<file path="config.mk">
export PLATFORM = sky130hd
export DESIGN_NAME = if_id_stall_ctrl
export DESIGN_NICKNAME = d
export VERILOG_FILES = /design/src/rtl/if_id_stall_ctrl.sv
export SDC_FILE = /design/constraint.sdc
export NUM_CORES = 1
export LEC_CHECK = 0
export BUFFER_PORTS_ARGS = -buffer_cell sky130_fd_sc_hd__buf_2
export CAP_MARGIN = 10
export CORE_ASPECT_RATIO = 0.8
export CORE_MARGIN = 2
export CORE_UTILIZATION = 43
export CTS_CLUSTER_DIAMETER = 60
export DETAILED_ROUTE_END_ITERATION = 10
export PLACE_DENSITY = 0.79
export SETUP_SLACK_MARGIN = 0.2
export SLEW_MARGIN = 15
export SYNTH_ARGS = -nofsm -noshare
export SYNTH_HDL_FRONTEND = slang
export SYNTH_SLANG_ARGS = --single-unit
</file>
<file path="constraint.sdc">
create_clock -name clk -period 1.4 [get_ports clk]
set_input_delay 0.21 -clock clk [delete_from_list [all_inputs] [get_ports clk]]
set_output_delay 0.21 -clock clk [all_outputs]
set_load 0.01 [all_outputs]
</file>
<file path="src/rtl/if_id_stall_ctrl.sv">
// Front-end stall/flush control: owns PC and IF/ID, emits ID/EX bubble.
// Optional perf counters built when HAZ_PERF_CNT_EN is defined.
module if_id_stall_ctrl #(
  parameter int DATA_W = 32,
  parameter logic [DATA_W-1:0] RESET_PC = '0,
  parameter logic [DATA_W-1:0] NOP_INSTR = '0,
  parameter int MAX_STALL = 8,
  parameter int CNT_W = 16
) (
  input  logic              clk,
  input  logic              rst,
  input  logic              stall_in,
  input  logic              flush_in,
  input  logic [DATA_W-1:0] pc_next,
  input  logic [DATA_W-1:0] if_instr,
  input  logic [DATA_W-1:0] if_pc4,
  output logic [DATA_W-1:0] pc_out,
  output logic [DATA_W-1:0] if_id_instr,
  output logic [DATA_W-1:0] if_id_pc4,
  output logic              if_id_valid,
  output logic              bubble,
  output logic [1:0]        state,
  output logic              stall_timeout,
  output logic [CNT_W-1:0]  stall_cnt,
  output logic [CNT_W-1:0]  flush_cnt
);

  typedef enum logic [1:0] {
    RUN   = 2'd0,
    STALL = 2'd1,
    FLUSH = 2'd2
  } state_t;

  localparam int RUN_W = $clog2(MAX_STALL + 2);
  localparam logic [RUN_W-1:0] RUN_MAX = RUN_W'(MAX_STALL + 1);
  localparam logic [RUN_W-1:0] RUN_LIM = RUN_W'(MAX_STALL);

  state_t            state_q, state_d;
  logic [RUN_W-1:0]  run_q, run_d;
  logic [DATA_W-1:0] pc_d, instr_d, pc4_d;
  logic              valid_d, bubble_d, to_d;
  logic              stall_app, flush_app;

  assign stall_app = stall_in & ~flush_in;
  assign flush_app = flush_in;
  assign state     = state_q;

  always_comb begin
    pc_d     = pc_out;
    instr_d  = if_id_instr;
    pc4_d    = if_id_pc4;
    valid_d  = if_id_valid;
    bubble_d = 1'b0;
    state_d  = RUN;
    run_d    = '0;
    to_d     = stall_timeout;
    if (flush_app) begin
      pc_d     = pc_next;
      instr_d  = NOP_INSTR;
      valid_d  = 1'b0;
      bubble_d = 1'b1;
      state_d  = FLUSH;
    end else if (stall_app) begin
      bubble_d = 1'b1;
      state_d  = STALL;
      run_d    = (run_q == RUN_MAX) ? run_q : run_q + 1'b1;
      // run would pass MAX_STALL on this edge
      if (run_q >= RUN_LIM) to_d = 1'b1;
    end else begin
      pc_d    = pc_next;
      instr_d = if_instr;
      pc4_d   = if_pc4;
      valid_d = 1'b1;
    end
  end

  always_ff @(posedge clk) begin
    if (rst) begin
      pc_out        <= RESET_PC;
      if_id_instr   <= NOP_INSTR;
      if_id_pc4     <= '0;
      if_id_valid   <= 1'b0;
      bubble        <= 1'b0;
      state_q       <= RUN;
      run_q         <= '0;
      stall_timeout <= 1'b0;
    end else begin
      pc_out        <= pc_d;
      if_id_instr   <= instr_d;
      if_id_pc4     <= pc4_d;
      if_id_valid   <= valid_d;
      bubble        <= bubble_d;
      state_q       <= state_d;
      run_q         <= run_d;
      stall_timeout <= to_d;
    end
  end

`ifdef HAZ_PERF_CNT_EN
  always_ff @(posedge clk) begin
    if (rst) begin
      stall_cnt <= '0;
      flush_cnt <= '0;
    end else begin
      if (stall_app && !(&stall_cnt)) stall_cnt <= stall_cnt + 1'b1;
      if (flush_app && !(&flush_cnt)) flush_cnt <= flush_cnt + 1'b1;
    end
  end
`else
  assign stall_cnt = '0;
  assign flush_cnt = '0;
`endif

endmodule

</file>
; ---- Word level (Yosys, flattened, before mapping)
; Index checks and enable logic that the tools add are counted.
[word_totals]
regBits = 105
latchBits = 0
mem_bits_rw = 0
rom_bits = 0
input_bits = 100
out_inout_bits = 133
elab_cells = 26
n_memories = 0
[op_classes]
add_sub_neg = 1
mul = 0
div_mod_pow = 0
magnitude_cmp = 1
eq_ne = 2
shifts = 0
n_mux = 6
n_bitwise = 3
n_reduce_logical = 4
[ops]
columns = op, count
row1 = $mux 32, 2
row2 = $add 4x1->4 const B, 1
row3 = $eq 4x4->1 const B, 1
row4 = $ge 4x4->1 const B, 1
row5 = $mux 1, 3
row6 = $reduce_and 3->1, 1
row7 = $reduce_or 3->1, 1
row8 = $mux 2, 1
row9 = $ne 2x2->1 const B, 1
row10 = $not 1->1, 2
row11 = $reduce_and 2->1, 1
row12 = $reduce_or 2->1, 1
row13 = $and 1x1->1, 1

; ---- Logic depth before layout (Yosys ltp)
; Gate-level depths: netlist (run 1).
[depth]
word_depth = 4
ltp_mapped = 6
depth_no_buf = 5

; ---- Worst setup path after synthesis (run 1)
; Ideal clock, no wire load.
[synth_timing]
path_type = input to register
startpoint = in stall_in
endpoint = reg if_id_pc4[10]
setup_time_ns = 0.132
t_arrival_ns = 0.953
required_ns = 1.268
path_slack_ns = 0.315
stages = 6
path_buffers = 3
path_cell_list = buf_4 -> or2_1 -> buf_2 -> buf_6 -> nand2_1 -> a21oi_1
[synth_via]
elab_chain_len = 3
[synth_rtl]
columns = item, line
row1 = start: declaration, 12  ; input logic stall_in,
row2 = $and 1x1->1, 44  ; assign stall_app = stall_in & ~flush_in;
row3 = $not 1->1 (no source line), --
row4 = $reduce_and 2->1 (no source line), --
row5 = end signal: assignment, 90  ; if_id_pc4 <= pc4_d;
row6 = end: declaration, 19  ; output logic [DATA_W-1:0] if_id_pc4,
; No other way between the ends.
; A chain may end at the register's enable or synchronous reset.

; ---- Worst setup path in the final report (run 1)
[layout_timing]
startpoint = reg run_q[1]
endpoint = reg run_q[1]
[layout_via]
elab_chain_len = 1
word_cells_on_any_way = 2
classes_between = add/sub (1) / eq/ne (1)
[layout_rtl]
columns = item, line
row1 = start: declaration, 39  ; logic [RUN_W-1:0] run_q, run_d;
row2 = start signal: assignment, 94  ; run_q <= run_d;
row3 = $add 4x1->4 or $eq 4x4->1 (tied branches), 66  ; run_d = (run_q == RUN_MAX) ? run_q : run_q + 1'b1;
; Several ways; a longest one is shown, not always the timed one.

==> summary.txt, run 1 <==
Floorplan
  • Initial Utilization: 43.98%
  • Ports: 233
  • Die Y-Extent: 89.81 µm
  • Die X: 111.3 µm
  • Die area: approximately 10000 µm²
  • Core Region: 8999 µm²
  • Rows: 31

Synth
  • YS warnings: 0
  • Mapped Avg Cell Area: between 8 and 9 µm²
  • Netlist Area Pre-Place: 3958 µm²
  • Synth cell types: 22
  • Post-synthesis sequential area ratio: 53.11%
  • Post-Syn Instances: 454
  • Synthesized flop and latch total: 105

Routing
  • Wire per inst: about 12 µm
  • DRT iter0 DRCs: 114
  • # DRC: 0
  • Via Count: 3392
  • Drt total wl: around 9000 µm
  • Via density: 4.451
  • Post-route ant nets: 0
  • DRT Pass-1 Iters: 4

Clock network
  • Htree depth: 3
  • CTS tree: built
  • Num CTS Buffers: 9
  • Clock latency on the worst-skew pair: 0.32 ns
  • Hold_buf cts: 0
  • Reg clk slew, reported paths: 0.07 ns
  • Root buffer cell: clkbuf_16
  • CTS max path bufs: 2
  • Total clock sinks: between 100 and 150

Setup path
  • CP max-delay cell: dfxtp_2
  • Buf/Inv on CP: 1
  • Crit-path max cell delay: about 0.36 ns
  • CP Launch Type: register
  • Crit-path max FO: 4
  • Worst EP required: 1.61 ns
  • CP Capture Type: register
  • Top Family by Delay on Critical Path: flip-flops
  • CP Class: register to register
  • WP data arrival: 1.29 ns
  • CP Cell Sequence: inv_2, ha_4, nand3b_1, mux2i_1, nor3_1

Place
  • Post-DP HPWL: approximately 6600 µm
  • Port buffer count: 200
  • Placed Instance Area: slightly below 5000 µm²
  • GP Congestion: 0.7671

Global routing
  • Global-route wire length before repair: 14440 µm
  • GRT Resource Usage Total: 17.31%
  • Vias in the first global route: 3226
  • Largest net degree at the start of global routing: 55
  • Total grt overflow: 0
  • Initial antenna violation count: 0

STA
  • Tcrit/Tclk final: approximately 77%
  • Min Tclk post-route: between 1 and 1.5 ns
  • Final hold vios: 0
  • Final setup fails: 0
  • Hold slack: 0.1094 ns
  • RSZ-0062 raised after global routing: false
  • Setup TNS Final: 0 ns
  • Max Slew Vio Count: 0
  • Clock Skew: 0.001115 ns
  • F_max: a little over 900 MHz

Job
  • Max-cap violations: 0

Power
  • Worst VDD drop: between 0.0007 and 0.0008 V
  • Total power: 0.006292 W
  • LEAKAGE: 2.666 nW
  • Cell Pwr Density: 1203 nW/µm²

Layout
  • Layout filler cell count: 807
  • Share of layout cells above drive strength 1: 35.70%
  • Final core utilization: 58.11%
  • Nets: 746
  • # diodes: 0
  • FF+latch area: between 2000 and 2500 µm²
  • Multi-input logic area: 1553 µm²
  • Area grow syn2layout: 32.12%
  • Leading cell type in the layout, fill and taps excluded: buf_2
  • Most frequent cells in the layout: buf_2, nand2_1, dfxtp_1
  • Fin area: 5229 µm²

Run status
  • Status: completed

Worst hold path
  • Worst hold path class: input port to register
-- stage by stage --
| step | std cells | setup slack [ns] |
|---|---|---|
| after floorplan | 485 | 0.3152 |
| after global placement | 746 | 0.2703 |
| after detailed placement | 746 | 0.2232 |
| after CTS | 761 | 0.2111 |
| after global routing | 762 | 0.2214 |
| final | 762 | 0.3180 |
-- path summary, 6_finish.rpt --
path	startpoint	end	slack (ns)	cells past startpoint
worst max-delay path	run_q[1]	run_q[1]	0.32	5
worst min-delay path	if_instr[25]	if_id_instr[25]	0.11	3
worst max register to register	run_q[1]	run_q[1]	0.32	5
worst min register to register	pc_out[18]	pc_out[18]	0.45	2
-- cell type report --
cell class | instances | share of cell area, %
clock buffer | 11 | 4.834
tap | 115 | 2.752
sequential | 105 | 40.30
inverter | 3 | 0.2154
clock inverter | 4 | 0.6700
multi-input combinational | 314 | 29.70
timing repair buffer | 210 | 21.54
-- worst reg2reg max path: stages, from the launching register on --
cell	delay (ns)
dfxtp_2	0.36
inv_2	0.06
ha_4	0.15
nand3b_1	0.14
mux2i_1	0.20
nor3_1	0.05
-- synthesized netlist by cell type (all sizes together) --
master / number / area, µm²
nand2: 129 / 484.2
dfxtp: 105 / 2102
a21oi: 66 / 330.3
buf: 55 / 392.9
nor2: 36 / 137.6
mux2i: 33 / 330.3
clkbuf: 8 / 30.03
ha: 3 / 37.54
inv: 3 / 11.26
nor3: 3 / 15.01
nand2b: 2 / 12.51
nand3b: 2 / 15.01
nor2b: 2 / 12.51
or2: 2 / 12.51
a21boi: 1 / 7.510
conb: 1 / 3.750
nand3: 1 / 5.000
xnor2: 1 / 8.760
xor2: 1 / 8.760
-- per-layer routing --
layer	wire length (µm)	up-vias	track usage, %
li1	-	1759	-
met1	3699	1490	19.08
met2	4288	137	30.59
met3	865	6	8.227
met4	54	0	3.498
met5	0	-	0
-- sequential cells by signal, indices dropped and copies added, names as in the netlist --
register,cells
if_id_instr,32
if_id_pc4,32
pc_out,32
run_q,4
state,2
bubble,1
if_id_valid,1
stall_timeout,1
-- report_power, final --
part | internal, W | switching, W
clock | 0.00132 | 0.00105
sequential | 0.00312 | 0.0000650
combinational | 0.000328 | 0.000408
-- cell families (layout without fill, tap and decap cells) --
kind of cell	Yosys count	after routing	synth area share (%)
xor+xnor	2	2	0.4427
flops	105	105	53.11
other cells	1	32	0.09476
buf+inv	66	228	10.97
compound gates	67	67	8.536
mux	33	33	8.347
fa+ha+maj	3	3	0.9486
simple gates	177	177	17.55
-- timing repair --
item | CTS | global route
gates resized for setup | 0 | 6
setup buffers | 0 | 1
endpoints found under the setup margin | 0 | 2
No activity file was read; power rests on OpenSTA's default activity.
==> inputs of run 2 (changes only) <==
==> constraint.sdc (replaced) <==
create_clock -name clk -period 1 [get_ports clk]
set_input_delay 0.15 -clock clk [delete_from_list [all_inputs] [get_ports clk]]
set_output_delay 0.15 -clock clk [all_outputs]
set_load 0.01 [all_outputs]
==> summary.txt, run 2 (synthesis results as in run 1) <==
Run status
  • Status: finished, violations left (was completed)
  • Violated checks: setup timing

Routing
  • DRT iter0 DRCs: 138 (was 114)
  • M1 WL: 4017 µm (was 3699 µm)
  • Via density: 4.625 (was 4.451)
  • Wire per inst: 13.35 µm (was 11.69 µm)
  • DRT Pass-1 Iters: 4 (unchanged)
  • Met3 wire length: 812 µm (was 865 µm)
  • Max layer used: met4 (unchanged)
  • Via Count: 3626 (was 3392)
  • Drt total wl: 10470 µm (was 8907 µm)
  • Post-route ant nets: 0 (unchanged)
  • # DRC: 0 (unchanged)
  • Routed wl met2: 5327 µm (was 4288 µm)

Power
  • Cell Pwr Density: 1483 nW/µm² (was 1203 nW/µm²)
  • LEAKAGE: 2.938 nW (was 2.666 nW)
  • Worst VDD drop: 0.0009203 V (was 0.0007827 V)
  • Gate power share: 14.6% (was 11.7%)
  • Sw frac: 24.34% (was 24.24%)
  • Sequential Power Share: 49.2% (was 50.7%)
  • NetSw: 0.002249 W (was 0.001525 W)
  • Clock share of power: 36.2% (was 37.6%)
  • P_int: 0.006991 W (was 0.004767 W)

Clock network
  • Clock latency on the worst-skew pair: 0.33 ns (was 0.32 ns)
  • Htree depth: 3 (unchanged)
  • Root buffer cell: clkbuf_16 (unchanged)
  • CTS tree: built (unchanged)
  • Reg clk slew, reported paths: 0.07 ns (about the same)
  • Total clock sinks: 105 (unchanged)
  • CTS max path bufs: 2 (unchanged)
  • Num CTS Buffers: 9 (unchanged)

Global routing
  • Total grt overflow: 0 (unchanged)
  • Largest net degree at the start of global routing: 37 (was 55)
  • Global-route wire length before repair: 16500 µm (was 14440 µm)
  • GRT Resource Usage Total: 20.18% (was 17.31%)
  • Initial antenna violation count: 0 (unchanged)
  • Vias in the first global route: 3531 (was 3226)

STA
  • F_max: 967.9 MHz (was 924.2 MHz)
  • Tcrit/Tclk final: 103.3% (was 77.28%)
  • Final hold vios: 0 (unchanged)
  • Min Tclk post-route: 1.033 ns (was 1.082 ns)
  • Setup TNS Final: -0.04338 ns (was 0 ns)
  • Final setup fails: 2 (was 0)
  • RSZ-0062 raised after global routing: true (was false)
  • Final setup margin: -0.03320 ns (was 0.3180 ns)
  • Clock Skew: 0.002754 ns (was 0.001115 ns)
  • Max Slew Vio Count: 0 (unchanged)

Setup path
  • Crit-path max FO: 2 (was 4)
  • Worst EP required: 1.21 ns (was 1.61 ns)
  • WP data arrival: 1.24 ns (was 1.29 ns)
  • CP Class: register to register (unchanged)
  • CP Capture Type: register (unchanged)
  • CP Launch Type: register (unchanged)

Place
  • Post-placement setup slack: -0.05708 ns (was 0.2232 ns)
  • Post-DP HPWL: 6733 µm (was 6623 µm)
  • Port buffer count: 200 (unchanged)
  • GP Congestion: 0.7741 (was 0.7671)

Layout
  • Layout filler cell count: 681 (was 807)
  • Final core utilization: 69.26% (was 58.11%)
  • FF+latch area: 2235 µm² (was 2107 µm²)
  • Leading cell type in the layout, fill and taps excluded: nand2_1 (was buf_2)
  • Share of layout cells above drive strength 1: 54.26% (was 35.70%)
  • Nets: 767 (was 746)
  • Multi-input logic area: 1592 µm² (was 1553 µm²)
  • Most frequent cells in the layout: nand2_1, buf_6, dfxtp_2 (was buf_2, nand2_1, dfxtp_1)
  • Top Registers: if_id_instr x32, if_id_pc4 x32, pc_out x32 (unchanged)
  • Area grow syn2layout: 57.48% (was 32.12%)
  • # diodes: 0 (unchanged)

Floorplan
  • Die area: 9992 µm² (unchanged)
  • Die X: 111.3 µm (unchanged)
  • Core Region: 8999 µm² (unchanged)
  • Ports: 233 (unchanged)
  • Die Y-Extent: 89.81 µm (unchanged)
  • Initial Utilization: 43.98% (unchanged)
  • Rows: 31 (unchanged)

Worst hold path
  • Worst hold path class: input port to register (unchanged)

Job
  • Max-cap violations: 0 (unchanged)
-- run 2: cell count changes in the layout (fill, tap and decap cells not counted), sizes merged --
cell,before,now
buf,210,231
clkbuf,11,12
clkinv,1,2
inv,6,5
-- run 2: worst paths after layout --
check / endpoint / from / cells past startpoint / slack, ns
hold reg to reg: pc_out[5] / pc_out[5] / 2 / 0.46
setup / recovery: run_q[1] / run_q[1] / 5 / -0.03
hold / removal: if_id_pc4[4] / if_pc4[4] / 3 / 0.05
setup reg to reg: run_q[1] / run_q[1] / 5 / -0.03
-- run 2: per-layer routing --
layer | up-vias | GRT usage, %
met5 | - | 0
met4 | 0 | 8.333
met3 | 28 | 7.080
met2 | 161 | 36.23
met1 | 1631 | 21.58
li1 | 1806 | -
-- run 2: power groups by stage --
stage	clock (W)	combinational, W	sequential [W]
final	0.00334	0.00135	0.00454
after global placement	0	0.00104	0.00455
after CTS	0.00346	0.00129	0.00454
after detailed placement	0	0.00107	0.00455
after floorplan	0	0.000610	0.00465
after global routing	0.00362	0.00146	0.00457
-- run 2: stage by stage --
stage                     cell area, µm²  hold slack, ns  std cells  total power [W]
after floorplan                     4167          0.2782        485         0.005257
after global placement              4985          0.3799        749         0.005584
after detailed placement            4985          0.4009        749         0.005621
after CTS                           6083         0.03649        772         0.009283
after global routing                6232         0.03991        784         0.009644
final                               6232         0.04502        784         0.009240
-- run 2: layout make-up --
class / count / area share [%]
clock buffer: 12 / 4.116
clock inverter: 4 / 0.5621
inverter: 3 / 0.1807
multi-input combinational: 314 / 25.54
sequential: 105 / 35.86
tap: 115 / 2.309
timing repair buffer: 231 / 31.44
-- run 2: what timing repair did --
item	4_1_cts	5_1_grt
pin swaps	2	7
buffers inserted	7	12
resized for setup	201	16
gates cloned	0	0
endpoints found under the setup margin	105	107
hold buffers	0	0
-- run 2: critical path: stages (launching register included) --
cell,delay (ns)
dfxtp_2,0.33
inv_2,0.05
ha_4,0.15
nand3b_1,0.14
mux2i_1,0.20
nor3_1,0.05
